`src/rtl/jt12_pkg.sv`:
```
// Shared definitions for the YM2612-style frequency sequencer.
// Holds register address constants, slot/channel counts, operator order
// encoding, the high-byte latch layout and small slot arithmetic helpers.
package jt12_pkg;

  localparam int SLOTS    = 24;
  localparam int CHANNELS = 6;
  localparam int CH3_OPS  = 3;

  localparam logic [7:0] REG_CH3MODE = 8'h27;
  localparam logic [7:0] REG_DTMUL   = 8'h30;  // 0x30-0x3F
  localparam logic [7:0] REG_FNUM_LO = 8'hA0;  // 0xA0-0xA2
  localparam logic [7:0] REG_FNUM_HI = 8'hA4;  // 0xA4-0xA6
  localparam logic [7:0] REG_CH3_LO  = 8'hA8;  // 0xA8-0xAA
  localparam logic [7:0] REG_CH3_HI  = 8'hAC;  // 0xAC-0xAE

  // Operator order inside the 24-slot frame; matches reg 0x3x bits [3:2].
  typedef enum logic [1:0] {
    OP_S1 = 2'd0,
    OP_S3 = 2'd1,
    OP_S2 = 2'd2,
    OP_S4 = 2'd3
  } op_e;

  // Content of the 0xA4/0xAC style high latches.
  typedef struct packed {
    logic [2:0] block;
    logic [2:0] fnum_hi;
  } hi_latch_t;

  // Operator group of a slot (slot = op*6 + ch).
  function automatic logic [1:0] slot_op(input logic [4:0] s);
    if (s >= 5'd18) return 2'd3;
    if (s >= 5'd12) return 2'd2;
    if (s >= 5'd6)  return 2'd1;
    return 2'd0;
  endfunction

  // Channel of a slot.
  function automatic logic [2:0] slot_ch(input logic [4:0] s);
    logic [4:0] base;
    base = 5'(slot_op(s)) * 5'd6;
    return 3'(s - base);
  endfunction

  function automatic logic [4:0] slot_index(input logic [1:0] op, input logic [2:0] ch);
    return 5'(op) * 5'd6 + 5'(ch);
  endfunction

  // CH3 per-operator registers are not in slot order: A9->S1, A8->S3, AA->S2.
  function automatic logic [1:0] ch3_op(input logic [1:0] sel);
    case (sel)
      2'd1:    return OP_S1;
      2'd0:    return OP_S3;
      default: return OP_S2;
    endcase
  endfunction

endpackage

```
`src/rtl/jt12_freq_seq_if.sv`:
```
// CPU write bus of the frequency sequencer.
//   cpu_din  : write data / register address
//   cpu_addr : bit0 0=address 1=data, bit1 part (0=I, 1=II)
//   cpu_wr   : single-clk write strobe
//   busy     : write-busy flag returned to the CPU
interface jt12_freq_seq_if;
  logic [7:0] cpu_din;
  logic [1:0] cpu_addr;
  logic       cpu_wr;
  logic       busy;

  modport master (output cpu_din, cpu_addr, cpu_wr, input busy);
  modport slave  (input cpu_din, cpu_addr, cpu_wr, output busy);
endinterface

```
`src/rtl/jt12_freq_regs.sv`:
```
// Write decoder and storage for channel fnum/block, CH3 per-operator
// fnum/block and per-slot DT1/MUL. A data strobe is captured together with
// the address it refers to and committed on the following clk edge.
// Two combinational read ports: one for the stage-I values, one for MUL.
//   i_din/i_addr/i_wr : CPU bus
//   i_rd_slot         : slot whose fnum/block/dt1 are read
//   i_mul_slot        : slot whose mul is read
//   o_*               : read data, o_ch3_mode = channel-3 special mode
module jt12_freq_regs
  import jt12_pkg::*;
(
  input  logic        clk,
  input  logic        rst_n,
  input  logic [7:0]  i_din,
  input  logic [1:0]  i_addr,
  input  logic        i_wr,
  input  logic [4:0]  i_rd_slot,
  input  logic [4:0]  i_mul_slot,
  output logic [10:0] o_fnum,
  output logic [2:0]  o_block,
  output logic [2:0]  o_dt1,
  output logic [3:0]  o_mul,
  output logic        o_ch3_mode
);

  logic [7:0]  r_addr;
  logic        r_part;
  logic        r_pend;
  logic [7:0]  r_pend_addr;
  logic [7:0]  r_pend_din;
  logic        r_pend_part;
  hi_latch_t   r_hi;
  hi_latch_t   r_ch3_hi;
  logic        r_ch3_mode;
  logic [10:0] r_fnum      [CHANNELS];
  logic [2:0]  r_block     [CHANNELS];
  logic [10:0] r_ch3_fnum  [CH3_OPS];
  logic [2:0]  r_ch3_block [CH3_OPS];
  logic [2:0]  r_dt1       [SLOTS];
  logic [3:0]  r_mul       [SLOTS];

  logic [1:0]  w_sel;
  logic [2:0]  w_ch;
  logic        w_valid_ch;
  logic [4:0]  w_dm_idx;
  logic [1:0]  w_c3_op;
  logic        w_we_dtmul, w_we_hi, w_we_fnum, w_we_c3hi, w_we_c3, w_we_mode;
  logic [1:0]  w_rd_op;
  logic [2:0]  w_rd_ch;

  // Capture stage: address register and the pending data write. A part
  // mismatch drops the write here so the commit stage never sees it.
  always_ff @(posedge clk or negedge rst_n) begin
    if (!rst_n) begin
      r_addr      <= '0;
      r_part      <= 1'b0;
      r_pend      <= 1'b0;
      r_pend_addr <= '0;
      r_pend_din  <= '0;
      r_pend_part <= 1'b0;
    end else begin
      // NOTE: non-blocking assignments so every flop samples pre-edge values.
      r_pend <= i_wr & i_addr[0] & (i_addr[1] == r_part);
      if (i_wr && !i_addr[0]) begin
        r_addr <= i_din;
        r_part <= i_addr[1];
      end
      if (i_wr && i_addr[0]) begin
        r_pend_addr <= r_addr;
        r_pend_din  <= i_din;
        r_pend_part <= r_part;
      end
    end
  end

  // Commit-stage decode of the pending write.
  always_comb begin
    // NOTE: every output gets a default first so no latch is inferred.
    w_we_dtmul = 1'b0;
    w_we_hi    = 1'b0;
    w_we_fnum  = 1'b0;
    w_we_c3hi  = 1'b0;
    w_we_c3    = 1'b0;
    w_we_mode  = 1'b0;
    w_sel      = r_pend_addr[1:0];
    w_valid_ch = (w_sel != 2'd3);
    w_ch       = r_pend_part ? 3'd3 + {1'b0, w_sel} : {1'b0, w_sel};
    w_dm_idx   = slot_index(r_pend_addr[3:2], w_ch);
    w_c3_op    = ch3_op(w_sel);
    if (r_pend) begin
      if (r_pend_addr[7:4] == REG_DTMUL[7:4])        w_we_dtmul = w_valid_ch;
      else if (r_pend_addr[7:2] == REG_FNUM_HI[7:2]) w_we_hi    = w_valid_ch;
      else if (r_pend_addr[7:2] == REG_FNUM_LO[7:2]) w_we_fnum  = w_valid_ch;
      else if (r_pend_addr[7:2] == REG_CH3_HI[7:2])  w_we_c3hi  = w_valid_ch & ~r_pend_part;
      else if (r_pend_addr[7:2] == REG_CH3_LO[7:2])  w_we_c3    = w_valid_ch & ~r_pend_part;
      else if (r_pend_addr == REG_CH3MODE)           w_we_mode  = ~r_pend_part;
    end
  end

  // Storage. Reads happen in the same edge as commits, so a read of the
  // entry being written returns its old value.
  always_ff @(posedge clk or negedge rst_n) begin
    if (!rst_n) begin
      // NOTE: the arrays are small flop banks that must read as zero after
      // reset, so they are cleared here rather than left as uninitialised RAM.
      for (int i = 0; i < CHANNELS; i++) begin
        r_fnum[i]  <= '0;
        r_block[i] <= '0;
      end
      for (int i = 0; i < CH3_OPS; i++) begin
        r_ch3_fnum[i]  <= '0;
        r_ch3_block[i] <= '0;
      end
      for (int i = 0; i < SLOTS; i++) begin
        r_dt1[i] <= '0;
        r_mul[i] <= '0;
      end
      r_hi       <= '0;
      r_ch3_hi   <= '0;
      r_ch3_mode <= 1'b0;
    end else begin
      if (w_we_dtmul) begin
        r_dt1[w_dm_idx] <= r_pend_din[6:4];
        r_mul[w_dm_idx] <= r_pend_din[3:0];
      end
      if (w_we_hi)   r_hi     <= r_pend_din[5:0];
      if (w_we_c3hi) r_ch3_hi <= r_pend_din[5:0];
      if (w_we_fnum) begin
        r_fnum[w_ch]  <= {r_hi.fnum_hi, r_pend_din};
        r_block[w_ch] <= r_hi.block;
      end
      if (w_we_c3) begin
        r_ch3_fnum[w_c3_op]  <= {r_ch3_hi.fnum_hi, r_pend_din};
        r_ch3_block[w_c3_op] <= r_ch3_hi.block;
      end
      if (w_we_mode) r_ch3_mode <= r_pend_din[6];
    end
  end

  // Read ports. Channel 2 in special mode takes per-operator values for
  // S1/S3/S2; S4 always uses the normal channel-2 entry.
  always_comb begin
    w_rd_op = slot_op(i_rd_slot);
    w_rd_ch = slot_ch(i_rd_slot);
    o_fnum  = r_fnum[w_rd_ch];
    o_block = r_block[w_rd_ch];
    if (r_ch3_mode && w_rd_ch == 3'd2 && w_rd_op != OP_S4) begin
      o_fnum  = r_ch3_fnum[w_rd_op];
      o_block = r_ch3_block[w_rd_op];
    end
    o_dt1 = r_dt1[i_rd_slot];
    o_mul = r_mul[i_mul_slot];
  end

  assign o_ch3_mode = r_ch3_mode;

endmodule

```
`src/rtl/jt12_freq_seq.sv`:
```
// Frequency sequencer top: decodes CPU frequency/operator writes and replays
// them in 24-slot order for the phase generator.
//   clk, rst_n : clock, async active-low reset
//   clk_en     : slot-advance enable
//   bus        : CPU write bus (din, addr, wr, busy)
//   slot       : current slot (stage I)
//   ch3_mode   : channel-3 special mode flag
//   fnum_I, block_I, dt1_I : stage-I values of the current slot
//   mul_II     : multiplier of the previous slot
module jt12_freq_seq
  import jt12_pkg::*;
#(
  parameter int BUSY_CYCLES = 32
) (
  input  logic                  clk,
  input  logic                  rst_n,
  input  logic                  clk_en,
  jt12_freq_seq_if.slave        bus,
  output logic [4:0]            slot,
  output logic                  ch3_mode,
  output logic [10:0]           fnum_I,
  output logic [2:0]            block_I,
  output logic [2:0]            dt1_I,
  output logic [3:0]            mul_II
);

  localparam int BW = $clog2(BUSY_CYCLES + 1);

  logic [BW-1:0] r_busy_cnt;
  logic [4:0]    w_slot_nxt;
  logic          w_data_wr;
  logic [10:0]   w_fnum;
  logic [2:0]    w_block;
  logic [2:0]    w_dt1;
  logic [3:0]    w_mul;

  assign w_slot_nxt = (slot == 5'(SLOTS - 1)) ? 5'd0 : slot + 5'd1;
  assign w_data_wr  = bus.cpu_wr & bus.cpu_addr[0];

  // Stage-I values are read for the slot being entered; mul is read for the
  // slot being left, which yields the one-tick stage-II delay.
  jt12_freq_regs u_regs (
    .clk        (clk),
    .rst_n      (rst_n),
    .i_din      (bus.cpu_din),
    .i_addr     (bus.cpu_addr),
    .i_wr       (bus.cpu_wr),
    .i_rd_slot  (w_slot_nxt),
    .i_mul_slot (slot),
    .o_fnum     (w_fnum),
    .o_block    (w_block),
    .o_dt1      (w_dt1),
    .o_mul      (w_mul),
    .o_ch3_mode (ch3_mode)
  );

  always_ff @(posedge clk or negedge rst_n) begin
    if (!rst_n) begin
      slot    <= '0;
      fnum_I  <= '0;
      block_I <= '0;
      dt1_I   <= '0;
      mul_II  <= '0;
    end else if (clk_en) begin
      slot    <= w_slot_nxt;
      fnum_I  <= w_fnum;
      block_I <= w_block;
      dt1_I   <= w_dt1;
      mul_II  <= w_mul;
    end
  end

  // A new data write reloads the counter even if it is still running.
  always_ff @(posedge clk or negedge rst_n) begin
    if (!rst_n) begin
      r_busy_cnt <= '0;
    end else if (w_data_wr) begin
      r_busy_cnt <= BW'(BUSY_CYCLES);
    end else if (clk_en && r_busy_cnt != '0) begin
      r_busy_cnt <= r_busy_cnt - BW'(1);
    end
  end

  assign bus.busy = (r_busy_cnt != '0);

endmodule

```
`src/flat_wrapper.sv`:
```
// flat-port wrapper written by rule: the top's interface ports become plain ports
module jt12_freq_seq_flat import jt12_pkg::*;
#(
  parameter int BUSY_CYCLES = 32
)
  (clk, rst_n, clk_en, slot, ch3_mode, fnum_I, block_I, dt1_I, mul_II, bus_cpu_din, bus_cpu_addr, bus_cpu_wr, bus_busy);
  jt12_freq_seq_if bus_i ();
  input  logic clk;
  input  logic rst_n;
  input  logic clk_en;
  output logic [4:0] slot;
  output logic ch3_mode;
  output logic [10:0] fnum_I;
  output logic [2:0] block_I;
  output logic [2:0] dt1_I;
  output logic [3:0] mul_II;
  input wire logic [$bits(bus_i.cpu_din)-1:0] bus_cpu_din;
  input wire logic [$bits(bus_i.cpu_addr)-1:0] bus_cpu_addr;
  input wire logic [$bits(bus_i.cpu_wr)-1:0] bus_cpu_wr;
  output wire logic [$bits(bus_i.busy)-1:0] bus_busy;
  assign bus_i.cpu_din = bus_cpu_din;
  assign bus_i.cpu_addr = bus_cpu_addr;
  assign bus_i.cpu_wr = bus_cpu_wr;
  assign bus_busy = bus_i.busy;
  jt12_freq_seq #(.BUSY_CYCLES(BUSY_CYCLES)) u_core (.clk(clk), .rst_n(rst_n), .clk_en(clk_en), .bus(bus_i), .slot(slot), .ch3_mode(ch3_mode), .fnum_I(fnum_I), .block_I(block_I), .dt1_I(dt1_I), .mul_II(mul_II));
endmodule
```
`config.mk`:
```
export PLATFORM = sky130hd
export DESIGN_NAME = jt12_freq_seq_flat
export DESIGN_NICKNAME = d
export VERILOG_FILES = /design/src/rtl/jt12_pkg.sv /design/src/rtl/jt12_freq_seq_if.sv /design/src/rtl/jt12_freq_regs.sv /design/src/rtl/jt12_freq_seq.sv /design/src/flat_wrapper.sv
export SDC_FILE = /design/constraint.sdc
export NUM_CORES = 1
export LEC_CHECK = 0
export ABC_AREA = 1
export CAP_MARGIN = 20
export CORE_ASPECT_RATIO = 1.75
export CORE_MARGIN = 10
export CORE_UTILIZATION = 37
export DETAILED_ROUTE_END_ITERATION = 10
export PLACE_DENSITY = 0.63
export SYNTH_ARGS = -nofsm -noshare
export SYNTH_HDL_FRONTEND = slang
export SYNTH_SLANG_ARGS = --single-unit
export TNS_END_PERCENT = 1
```
`constraint.sdc`:
```
create_clock -name clk -period 4.13 [get_ports clk]
set_input_delay 1.239 -clock clk [delete_from_list [all_inputs] [get_ports clk]]
set_output_delay 1.239 -clock clk [all_outputs]
set_load 0.01 [all_outputs]
```
=== After elaboration in Yosys (flattened, before gate mapping) ===
Index checks and enable logic that the tools add are counted.

* Register bits after elaboration: 366
* Output and inout port bits: 28
* Word-level logic and storage cells: 220

* Add/subtract/negate cells: 5
* Multiply operators: 2
* Magnitude comparators: 13
* Equality and inequality tests: 12
* Mux-type cells: 82
* Bitwise gates (word level): 11
* Reduce and logical (&&, ||, !) cells: 12

{| class="wikitable"
|+ Operator list
! operator !! number
|-
| $bwmux 96 || 1
|-
| $mux 11 || 7
|-
| $bwmux 72 || 1
|-
| $bwmux 66 || 1
|-
| $bmux 11 s3 || 1
|-
| $bwmux 33 || 1
|-
| $demux 11 s3 || 1
|-
| $mux 1 || 33
|-
| $mux 3 || 11
|-
| $eq 6x6->1 const B || 4
|-
| $bmux 11 s2 || 1
|-
| $demux 11 s2 || 1
|-
| $bmux 4 s5 || 1
|-
| $demux 4 s5 || 1
|-
| $bwmux 18 || 1
|-
| $ge 6x6->1 const B || 3
|-
| $not 5->6 || 3
|-
| $bmux 3 s5 || 1
|-
| $demux 3 s5 || 1
|-
| $mux 2 || 6
|-
| $mux 4 || 3
|-
| $mux 6 || 2
|-
| $bmux 3 s3 || 1
|-
| $bwmux 9 || 1
|-
| 36 further kinds || 50
|}

=== Depth between registers and ports, before layout ===
Gate-level depths: netlist of the first run.

* Depth after elaboration: 17
* Gate-level depth with buffers: 23
* Mapped depth without buffers: 20

=== Modules after synthesis ===
A second synthesis of the first run with hierarchy kept.

* Cell total of the unflattened synthesis: 2494
* Area, all modules: 18659.1 µm²

{| class="wikitable"
|+ By module, submodules not included
! module !! times used !! cells an instance !! area an instance (µm²) !! seq. area each (µm²)
|-
| jt12_freq_regs || 1 || 2369 || 17086.4 || 8358.0
|-
| jt12_freq_seq || 1 || 125 || 1572.8 || 800.8
|}

=== Least setup slack after synthesis of the first run ===
No wires, ideal clock.

* Path kind: reg2reg
* Start point: reg u_core.slot[1]
* End point: reg u_core.block_I[1]
* Setup time: 0.117 ns
* Data arrival time: 3.148 ns
* Path slack: 0.865 ns
* Cell stages (with the launch flop): 23
* Path buffers: 4
* Clock period less this slack: 3.265 ns
* Cell sequence: dfrtp_1 > buf_2 > inv_1 > clkbuf_1 > ha_1 > inv_1 > nor3_1 > nand2_1 > nand2_2 > nand2_4 > buf_6 > ha_1 > inv_1 > nand2_1 > nor2_1 > nand2_2 > nor2_8 > inv_2 > buf_2 > a31oi_1 > nand2_1 > nand2_1 > nand2_1

* Cells in the longest elaborated chain, start to end: 16
* Elaborated cells on any way between the ends: 32

{| class="wikitable"
|+ Ends and longest elaborated chain
! element !! line !! text
|-
| start, declared || jt12_freq_seq.sv:19 || <nowiki>output logic [4:0] slot,</nowiki>
|-
| start signal, assigned || jt12_freq_seq.sv:65 || <nowiki>slot <= w_slot_nxt;</nowiki>
|-
| $add 5x1->5 or $eq 5x5->1 (tied branches) || jt12_freq_seq.sv:37 || <nowiki>assign w_slot_nxt = (slot == 5'(SLOTS - 1)) ? 5'd0 : slot + 5'd1;</nowiki>
|-
| $mux 5 (*) || jt12_freq_seq.sv:37 ||
|-
| $ge 5x3->1 || jt12_pkg.sv:35 || <nowiki>if (s >= 5'd6) return 2'd1;</nowiki>
|-
| $mux 1 (2 in series) || jt12_pkg.sv:35 ||
|-
| $mux 1 || jt12_pkg.sv:34 || <nowiki>if (s >= 5'd12) return 2'd2;</nowiki>
|-
| $mux 2 || jt12_pkg.sv:36 || <nowiki>return 2'd0;</nowiki>
|-
| $mux 2 || jt12_pkg.sv:35 ||
|-
| $mux 2 || jt12_pkg.sv:34 ||
|-
| $mul 2x1->2 || jt12_pkg.sv:42 || <nowiki>base = 5'(slot_op(s)) * 5'd6;</nowiki>
|-
| $sub 3x3->3 || jt12_pkg.sv:43 || <nowiki>return 3'(s - base);</nowiki>
|-
| $not 3->4 (implied by the code) || jt12_freq_regs.sv:146 || <nowiki>o_block = r_block[w_rd_ch];</nowiki>
|-
| $bmux 3 s3 || jt12_freq_regs.sv:146 ||
|-
| $mux 3 (implied by the code) (2 in series) || jt12_freq_regs.sv:146 ||
|-
| $mux 3 (*) || jt12_freq_regs.sv:147 || <nowiki>if (r_ch3_mode && w_rd_ch == 3'd2 && w_rd_op != OP_S4) begin</nowiki>
|-
| end signal, assigned || jt12_freq_seq.sv:67 || <nowiki>block_I <= w_block;</nowiki>
|-
| end, declared || jt12_freq_seq.sv:22 || <nowiki>output logic [2:0] block_I,</nowiki>
|}

Every way passes the cells marked *; elsewhere a longest branch is shown, timed or not. The select of a mux whose other input is x is not followed.
A chain may end at the register's enable or synchronous reset.

=== Worst setup path in the final report of the first run ===
* Start point: reg u_core.u_regs.r_pend_addr[0]
* End point: reg u_core.u_regs.r_mul[54] (netlist name)

* Cells in the longest elaborated chain, start to end: 9
* Elaborated cells on any way between the ends: 13

{| class="wikitable"
|+ Ends and longest elaborated chain
! element !! line !! text
|-
| start, declared || jt12_freq_regs.sv:29 || <nowiki>logic [7:0] r_pend_addr;</nowiki>
|-
| start signal, assigned || jt12_freq_regs.sv:69 || <nowiki>r_pend_addr <= r_addr;</nowiki>
|-
| $add 2x2->3 || jt12_freq_regs.sv:87 || <nowiki>w_ch = r_pend_part ? 3'd3 + {1'b0, w_sel} : {1'b0, w_sel};</nowiki>
|-
| $mux 3 || jt12_freq_regs.sv:87 ||
|-
| $add 5x3->5 || jt12_pkg.sv:47 || <nowiki>return 5'(op) * 5'd6 + 5'(ch);</nowiki>
|-
| $not 5->6 (implied by the code) || jt12_freq_regs.sv:124 || <nowiki>r_mul[w_dm_idx] <= r_pend_din[3:0];</nowiki>
|-
| $ge 6x6->1 (implied by the code) or $lt 6x1->1 (tied branches) || jt12_freq_regs.sv:124 ||
|-
| $logic_and 1x1->1 (implied by the code) || jt12_freq_regs.sv:124 ||
|-
| $mux 4 (implied by the code) || jt12_freq_regs.sv:124 ||
|-
| $demux 4 s5 || jt12_freq_regs.sv:124 ||
|-
| $bwmux 96 || jt12_freq_regs.sv:124 ||
|-
| end signal, assigned by index || jt12_freq_regs.sv:124 ||
|-
| end, declared || jt12_freq_regs.sv:40 || <nowiki>logic [3:0] r_mul [SLOTS];</nowiki>
|}

Several ways; a longest one is shown, not always the timed one.

==> metrics.md, run 1 <==
| Metric | Value |
|---|---|
| IO Count | 42 |
| Rows | 104 |
| Hold Crit Class | reg2reg |
| CP Launch Type | flip-flop |
| DR vias/cell | 5.22 |
| Post-DP HPWL | 34000 um |
| Largest net degree at the start of global routing | 88 |
| Status | finished, final reports clean |
| Cell mode on critical path | inv_1 |
| WP buf/inv | 3 |
| Cell count of the worst reg-to-reg path | 13 |
| Setup crit end kind | flip-flop |
| Count of flip-flops with a built-in enable after synthesis | 0 |
| Overflow after GRT | 0 |
| RR Startpoint | u_core.u_regs.r_pend_addr[0] |
| Async SR Flop Fraction | 100% |
| Cell Int Power | 7.07 mW |
| Clk pwr share | 28.7% |
| Post-synthesis adder-cell area fraction | 1.35% |
| CTS max path bufs | 3 |
| H-tree levels | 2 |
| Nets | 2140 |
| Crit path largest cell delay | 0.50 ns |
| Clock sinks | 366 |
| Vias in the first global route | 14000 |
| Post-DRT Antenna Nets | 0 |
| First-pass GRT wire length | 79900 um |
| Number of detailed-route iterations in the first pass | 5 |
| Clock Latency Late Sink | 0.53 ns |
| RSZ-0062 raised after global routing | false |
| Starting Density | 37.5% |
| Avg Cell Area, Syn | 8.14 um2 |
| Setup CP Type | reg2reg |
| Die X | 183 um |
| Most frequent cells after synthesis | nand2_1 (655), dfrtp_1 (366), o21ai_0 (256), inv_1 (157), o21ai_1 (152) |
| GP Congestion | 0.976 |
| Inserted Clock Buffers | 35 |
| Ant. Diodes | 0 |
| CTS tree | built |
| Final min period | 3.56 ns |
| Post-synth top area share | 53.0% |
| Synth Warn # | 0 |
| Synth Area in XOR/XNOR | 0.362% |
| Clk root buf | clkbuf_16 |
| Hold wc startpoint | u_core.u_regs.r_fnum[23] |
| Count leader, synth | nand2_1 |
| Post-CTS Hold Fix Bufs | 0 |
| Gate power share | 38.0% |
| Die Area | 56100 um2 |
| Crit path max-delay cell type | dfrtp_1 |
| Fill cell count | 4619 |
| Worst reg2reg setup slack | 0.57 ns |
| Synthesized area | 17300 um2 |
| Final setup vio count | 0 |
| Simple-gate share of the synthesized area | 23.0% |
| Core Util, Final | 41.9% |
| Final TNS setup | 0 ns |
| Cell taking the most area after synthesis | dfrtp_1 |
| CP Max Fanout | 14 |
| Post-cts repair resize count | 0 |
| Worst-Margin Slew | 1.14 ns |
| Wirelength per Cell | 18.7 um |
| Max_slew headroom | 23.9% |
| Clock Skews | 0.0270 ns |
| Sequential-to-total area share from yosys stat | 53.0% |
| GRT Util Overall | 18.0% |
| Seq pwr share | 33.3% |
| Period utilization | 86.2% |
| Synth-to-Final Area Change | 11.8% |
| Number of antenna violations at the first check in global routing | 0 |
| Yosys reg bits | 366 |
| Vias | 14200 |
| IO buf count | 41 |
| WP depth | 13 |
| Crit. Startpoint | u_core.u_regs.r_pend_addr[0] |
| CP arrival | 3.98 ns |
| Unique masters post-synth | 48 |
| Switch share | 40.3% |
| Mapped Nets | 2153 |
| Req. time, crit path | 4.55 ns |
| Max Freq | 0.281 GHz |
| Gate Count Post-Synth | 2121 |
| Critical Path, Cell by Cell | inv_1 > ha_1 > nor2_1 > a21oi_1 > inv_1 > ha_1 > inv_1 > fa_1 > xor2_1 > or2_1 > nor2_1 > nand2_1 > o21ai_0 |
| Die Span Y | 306 um |
| Max VDD drop | 0.326 mV |
| Setup bufs post-CTS | 0 |
| Crit path max-delay family | simple AND/OR/NAND/NOR gates |
| Core footprint | 46100 um2 |
| Max-cap violations | 0 |
| Ranking of synthesized cells by area | dfrtp_1 (53%), nand2_1 (14%), o21ai_0 (7.4%), o21ai_1 (4.4%), inv_1 (3.4%) |
| Leak Pwr | 8.68 nW |
| Synth Area in Compound Gates | 15.1% |
| P_sw | 4.77 mW |
| DRC | 0 |
| Main combinational cell family by area after synthesis | simple AND/OR/NAND/NOR gates |
| Fin. max-slew vios | 0 |
| Power density over the cells | 613 nW/um2 |
| Reg2Reg Capture Point | u_core.u_regs.r_mul[54] |
| Ratio of cells with drive above 1 in the final layout | 6.70% |
| Mux contribution to synthesized area | 0% |
| Dominant synthesized flop cell | dfrtp_1 |
| Final Hold Viols | 0 |
| Setup crit end | u_core.u_regs.r_mul[54] |
| Iter 0 DRT Violations | 1254 |
| Post-Route WL | 50900 um |
| Register clock-pin slew on the reported worst setup and hold paths | 0.07 ns |
-- worst min-delay path, cell delays in order (launching register included) --
cell and delay (ns):
dfrtp_1 0.34, nand2_1 0.05, o21ai_0 0.06
-- layer usage --
metal	track usage (%)	share of wire (%)	up-vias
met5	0	0	-
met4	9.33	5.2	0
met3	2.34	4.5	129
met2	32.6	52	411
met1	20.0	39	6821
li1	-	-	6826
-- logic make-up (layout without fill, tap and decap cells) --
| kind of cell | Yosys count | count (layout) |
|---|---|---|
| and+or+nand+nor | 941 | 941 |
| AOI/OAI and AO/OA | 500 | 500 |
| DFF | 366 | 366 |
| buffers and inverters | 291 | 304 |
| adders and majority gates | 18 | 18 |
| xor gates and xnor gates | 5 | 5 |
-- power by group through the flow --
| stage | clock network, mW | logic (mW) | registers, mW |
|---|---|---|---|
| 2_1_floorplan | 0 | 2.90 | 4.01 |
| 3_3_place_gp | 0 | 4.41 | 4.00 |
| 3_5_place_dp | 0 | 4.45 | 4.01 |
| 4_1_cts | 3.46 | 4.48 | 3.94 |
| 5_1_grt | 3.59 | 4.87 | 3.97 |
| 6_report | 3.39 | 4.50 | 3.95 |
-- layout make-up --
class	instances	area (um2)	share of cell area, %
clock inverter	16	225	1.17
tap	583	729	3.78
sequential	366	9160	47.4
multi-input combinational	1464	6870	35.6
timing repair buffer	75	708	3.67
inverter	166	626	3.24
clock buffer	47	991	5.13
-- sequential cells by signal, indices dropped and copies added (netlist names) --
| register | flops |
|---|---|
| u_core.u_regs.r_block | 18 |
| u_core.mul_II | 4 |
| u_core.u_regs.r_pend | 1 |
| u_core.u_regs.r_pend_addr | 8 |
| u_core.fnum_I | 11 |
| u_core.slot | 5 |
| u_core.u_regs.r_ch3_fnum | 33 |
| u_core.u_regs.r_mul | 96 |
| u_core.u_regs.r_part | 1 |
| u_core.u_regs.r_fnum | 66 |
| u_core.u_regs.r_ch3_block | 9 |
| u_core.u_regs.r_pend_din | 8 |
| u_core.u_regs.r_addr | 8 |
| u_core.u_regs.r_hi | 6 |
| u_core.u_regs.r_ch3_hi | 6 |
| u_core.dt1_I | 3 |
| u_core.u_regs.o_ch3_mode | 1 |
| u_core.r_busy_cnt | 6 |
| u_core.u_regs.r_pend_part | 1 |
| u_core.u_regs.r_dt1 | 72 |
| u_core.block_I | 3 |
-- how the worst min path moves through the flow --
stage                                   end  slack, ns  cells past startpoint
3_5_place_dp   u_core.u_regs.r_pend_addr[4]       0.47                      2
3_3_place_gp   u_core.u_regs.r_pend_addr[7]       0.45                      2
4_1_cts        u_core.u_regs.r_pend_addr[4]       0.48                      2
6_report           u_core.u_regs.r_fnum[23]       0.48                      2
2_1_floorplan  u_core.u_regs.r_pend_addr[4]       0.44                      2
5_1_grt            u_core.u_regs.r_block[8]       0.49                      2
-- cells in the final DEF, fill, tap and decap left out, types with 17 or more instances in the layout --
cell type	count
inv_1	153
buf_4	31
nand3_1	110
a21oi_1	49
o21ai_0	256
nor2_1	122
nand2_1	655
clkdlybuf4s50_1	40
clkbuf_16	35
ha_1	17
o21ai_1	152
dfrtp_1	365
-- stage by stage --
stage,hold slack [ns],cells,setup WS (ns),area (um2),power [mW]
2_1_floorplan,0.442,2121,0.865,17300,6.91
3_3_place_gp,0.454,2654,0.685,18100,8.42
3_5_place_dp,0.468,2654,0.596,18100,8.46
4_1_cts,0.479,2717,0.550,19300,11.9
5_1_grt,0.494,2717,0.266,19300,12.4
6_report,0.477,2717,0.571,19300,11.8
Power figures use the tool's default switching activity.
==> run 2: changes to the inputs <==
--- a/config.mk
+++ b/config.mk
@@ -5,13 +5,13 @@
 export SDC_FILE = /design/constraint.sdc
 export NUM_CORES = 1
 export LEC_CHECK = 0
-export ABC_AREA = 1
 export CAP_MARGIN = 20
 export CORE_ASPECT_RATIO = 1.75
 export CORE_MARGIN = 10
-export CORE_UTILIZATION = 37
+export CORE_UTILIZATION = 30
 export DETAILED_ROUTE_END_ITERATION = 10
-export PLACE_DENSITY = 0.63
+export PLACE_DENSITY = 0.56
+export RECOVER_POWER = 50
 export SYNTH_ARGS = -nofsm -noshare
 export SYNTH_HDL_FRONTEND = slang
 export SYNTH_SLANG_ARGS = --single-unit
==> metrics.md, run 2 <==
| Metric | Value |
|---|---|
| Clock Latency Late Sink | 0.56 ns (was 0.53 ns) |
| Period utilization | 89.6% (was 86.2%) |
| Final min period | 3.70 ns (was 3.56 ns) |
| CTS tree | built (unchanged) |
| CP Launch Type | input port (was flip-flop) |
| Count of flip-flops with a built-in enable after synthesis | 0 (unchanged) |
| Mapped Nets | 1332 (was 2153) |
| Largest register by flop count | u_core.u_regs.r_mul (unchanged) |
| Clock sinks | 366 (unchanged) |
| Vias in the first global route | 11600 (was 14000) |
| Number of detailed-route iterations in the first pass | 5 (unchanged) |
| Max reg flops | 96 (unchanged) |
| Nets | 1372 (was 2140) |
| Inserted Clock Buffers | 38 (was 35) |
| Req. time, crit path | 4.54 ns (was 4.55 ns) |
| Most used routing layer | met2 (unchanged) |
| DRC | 0 (unchanged) |
| Placed Area | 18800 um2 (was 18100 um2) |
| GR Layer Usage met3 | 1.69% (was 2.34%) |
| Post-DP HPWL | 31600 um (was 34000 um) |
| Post-DRT Antenna Nets | 0 (unchanged) |
| Fin. max-slew vios | 127 (was 0) |
| Violated checks | capacitance limit, slew limit |
| Final Hold Viols | 0 (unchanged) |
| Most frequent cells after synthesis | dfrtp_1 (366), mux2_2 (279), nand2_1 (153), mux4_2 (47), clkbuf_1 (46) (was nand2_1 (655), dfrtp_1 (366), o21ai_0 (256), inv_1 (157), o21ai_1 (152)) |
| IO Count | 42 (unchanged) |
| Ant. Diodes | 0 (unchanged) |
| Count leader, synth | dfrtp_1 (was nand2_1) |
| CTS max path bufs | 3 (unchanged) |
| Ranking of synthesized cells by area | dfrtp_1 (53%), mux2_2 (18%), mux4_2 (6.1%), mux2_4 (3.5%), nand2_1 (3.3%) (was dfrtp_1 (53%), nand2_1 (14%), o21ai_0 (7.4%), o21ai_1 (4.4%), inv_1 (3.4%)) |
| Avg Cell Area, Syn | 13.4 um2 (was 8.14 um2) |
| GRT Util Overall | 13.5% (was 18.0%) |
| Ratio of cells with drive above 1 in the final layout | 37.4% (was 6.70%) |
| Setup crit end kind | flip-flop (unchanged) |
| Number of antenna violations at the first check in global routing | 1 (was 0) |
| Worst-Margin Slew | 2.87 ns (was 1.14 ns) |
| Max Freq | 0.270 GHz (was 0.281 GHz) |
| Iter 0 DRT Violations | 672 (was 1254) |
| Post-synth top area share | 52.6% (was 53.0%) |
| Clk root buf | clkbuf_16 (unchanged) |
| Fin area | 20100 um2 (was 19300 um2) |
| Leading cell type in the layout, fill and taps excluded | dfrtp_1 (was nand2_1) |
| Dominant synthesized flop cell | dfrtp_1 (unchanged) |
| Worst slack, placed | 0.461 ns (was 0.596 ns) |
| Synthesized area | 17400 um2 (was 17300 um2) |
| Grt met2 use | 24.5% (was 32.6%) |
| Post-cts repair resize count | 0 (unchanged) |
| Synth-to-Final Area Change | 15.3% (was 11.8%) |
| Final TNS setup | 0 ns (unchanged) |
| First-pass GRT wire length | 72500 um (was 79900 um) |
| Rows | 116 (was 104) |
| Die Span Y | 339 um (was 306 um) |
| DR vias/cell | 5.14 (was 5.22) |
| CP Max Fanout | 29 (was 14) |
| Max_slew headroom | -91.1% (was 23.9%) |
| Vias | 11000 (was 14200) |
| Post-route setup slack | 0.430 ns (was 0.571 ns) |
| Max VDD drop | 0.672 mV (was 0.326 mV) |
| Met1 usage in global routing | 15.2% (was 20.0%) |
| Register clock-pin slew on the reported worst setup and hold paths | 0.06 ns (was 0.07 ns) |
| Async SR Flop Fraction | 100% (unchanged) |
| RSZ-0062 raised after global routing | false (unchanged) |
| Die X | 202 um (was 183 um) |
| Cell taking the most area after synthesis | dfrtp_1 (unchanged) |
| Largest net degree at the start of global routing | 101 (was 88) |
| Yosys reg bits | 366 (unchanged) |
| Core footprint | 57300 um2 (was 46100 um2) |
| Sequential-to-total area share from yosys stat | 52.6% (was 53.0%) |
| H-tree levels | 2 (unchanged) |
| Starting Density | 30.4% (was 37.5%) |
| Gate Count Post-Synth | 1300 (was 2121) |
| Synth Warn # | 0 (unchanged) |
| Clock Skews | 0.0262 ns (was 0.0270 ns) |
| IO buf count | 41 (unchanged) |
| Setup bufs post-CTS | 0 (unchanged) |
| Core Util, Final | 35.0% (was 41.9%) |
| Die Area | 68400 um2 (was 56100 um2) |
| Wirelength per Cell | 21.7 um (was 18.7 um) |
| Post-Route WL | 46400 um (was 50900 um) |
| Power density over the cells | 580 nW/um2 (was 613 nW/um2) |
| Biggest regs | u_core.u_regs.r_mul x96, u_core.u_regs.r_dt1 x72, u_core.u_regs.r_fnum x66 (unchanged) |
| Post-CTS Hold Fix Bufs | 0 (unchanged) |
| Status | finished with violations (was finished, final reports clean) |
| Unique masters post-synth | 69 (was 48) |
| Commonest non-fill, non-tap cells in the layout | dfrtp_1 (363), mux2_2 (279), nand2_1 (153), mux4_2 (47), mux2_4 (40) (was nand2_1 (655), dfrtp_1 (365), o21ai_0 (256), inv_1 (153), o21ai_1 (152)) |
| Hold Crit Class | reg2reg (unchanged) |
| Final setup vio count | 0 (unchanged) |
| GP Congestion | 0.823 (was 0.976) |
| Max-cap violations | 2 (was 0) |
| Leak Pwr | 9.42 nW (was 8.68 nW) |
| Setup CP Type | in2reg (was reg2reg) |
| Overflow after GRT | 0 (unchanged) |
| CP arrival | 4.11 ns (was 3.98 ns) |
-- run 2: cell count changes in the layout (fill, tap and decap cells not counted), moves of 47 or more --
| cell | change |
|---|---|
| nand2_1 | -502 |
| mux4_2 | +47 |
| o21ai_1 | -150 |
| mux2_2 | +279 |
| o21ai_0 | -245 |
| inv_1 | -135 |
| nand3_1 | -100 |
| nor2_1 | -92 |
-- run 2: layer usage --
metal | wire length (um) | part of all wire, %
met1 | 18100 | 39
met2 | 24800 | 54
met4 | 2160 | 4.7
met3 | 1310 | 2.8
met5 | 0 | 0
-- run 2: cell type report --
cell class	count	area, um2
Multi-Input combinational cell	828	7730
Timing Repair Buffer	88	813
Sequential cell	366	9160
Clock buffer	49	1070
Clock inverter	19	264
Fill cell	5498	37300
Inverter	18	67.6
Tap cell	767	960
-- run 2: report_power, final --
| group | internal [mW] | switching (mW) |
|---|---|---|
| Clock | 2.22 | 1.48 |
| Combinational | 1.43 | 2.44 |
| Sequential | 3.82 | 0.259 |
-- run 2: critical path, cell delays in order --
cell           delay, ns
dlygate4sd3_1       0.72
clkbuf_1            1.30
nand2_1             0.21
nor4_1              0.38
xnor2_1             0.18
nand2_1             0.07
-- run 2: final timing paths --
| path | cells past startpoint | slack (ns) | end | start |
|---|---|---|---|---|
| setup / recovery | 6 | 0.43 | u_core.r_busy_cnt[5] | clk_en |
| hold / removal | 2 | 0.47 | u_core.u_regs.r_pend_addr[4] | u_core.u_regs.r_addr[4] |
| setup reg to reg | 11 | 0.46 | u_core.u_regs.r_dt1[62] | u_core.u_regs.r_pend_addr[0] |
| hold reg to reg | 2 | 0.47 | u_core.u_regs.r_pend_addr[4] | u_core.u_regs.r_addr[4] |
| max in group asynchronous | 1 | 0.63 | u_core.slot[0] | rst_n |
| min in group asynchronous | 1 | 1.52 | u_core.u_regs.r_mul[26] | rst_n |
-- run 2: logic make-up after synthesis --
kind of cell,synth area share [%]
compound gates,6.38
mux,28.1
flops,52.6
fa+ha+maj,1.34
xor+xnor,0.942
buf+inv,2.95
simple gates,7.65
-- run 2: per-stage QoR --
step / power, mW / cells / hold slack, ns
2_1_floorplan: 6.45 / 1300 / 0.435
3_3_place_gp: 7.95 / 2067 / 0.451
3_5_place_dp: 8.04 / 2067 / 0.455
4_1_cts: 11.8 / 2135 / 0.474
5_1_grt: 12.2 / 2135 / 0.499
6_report: 11.6 / 2135 / 0.472
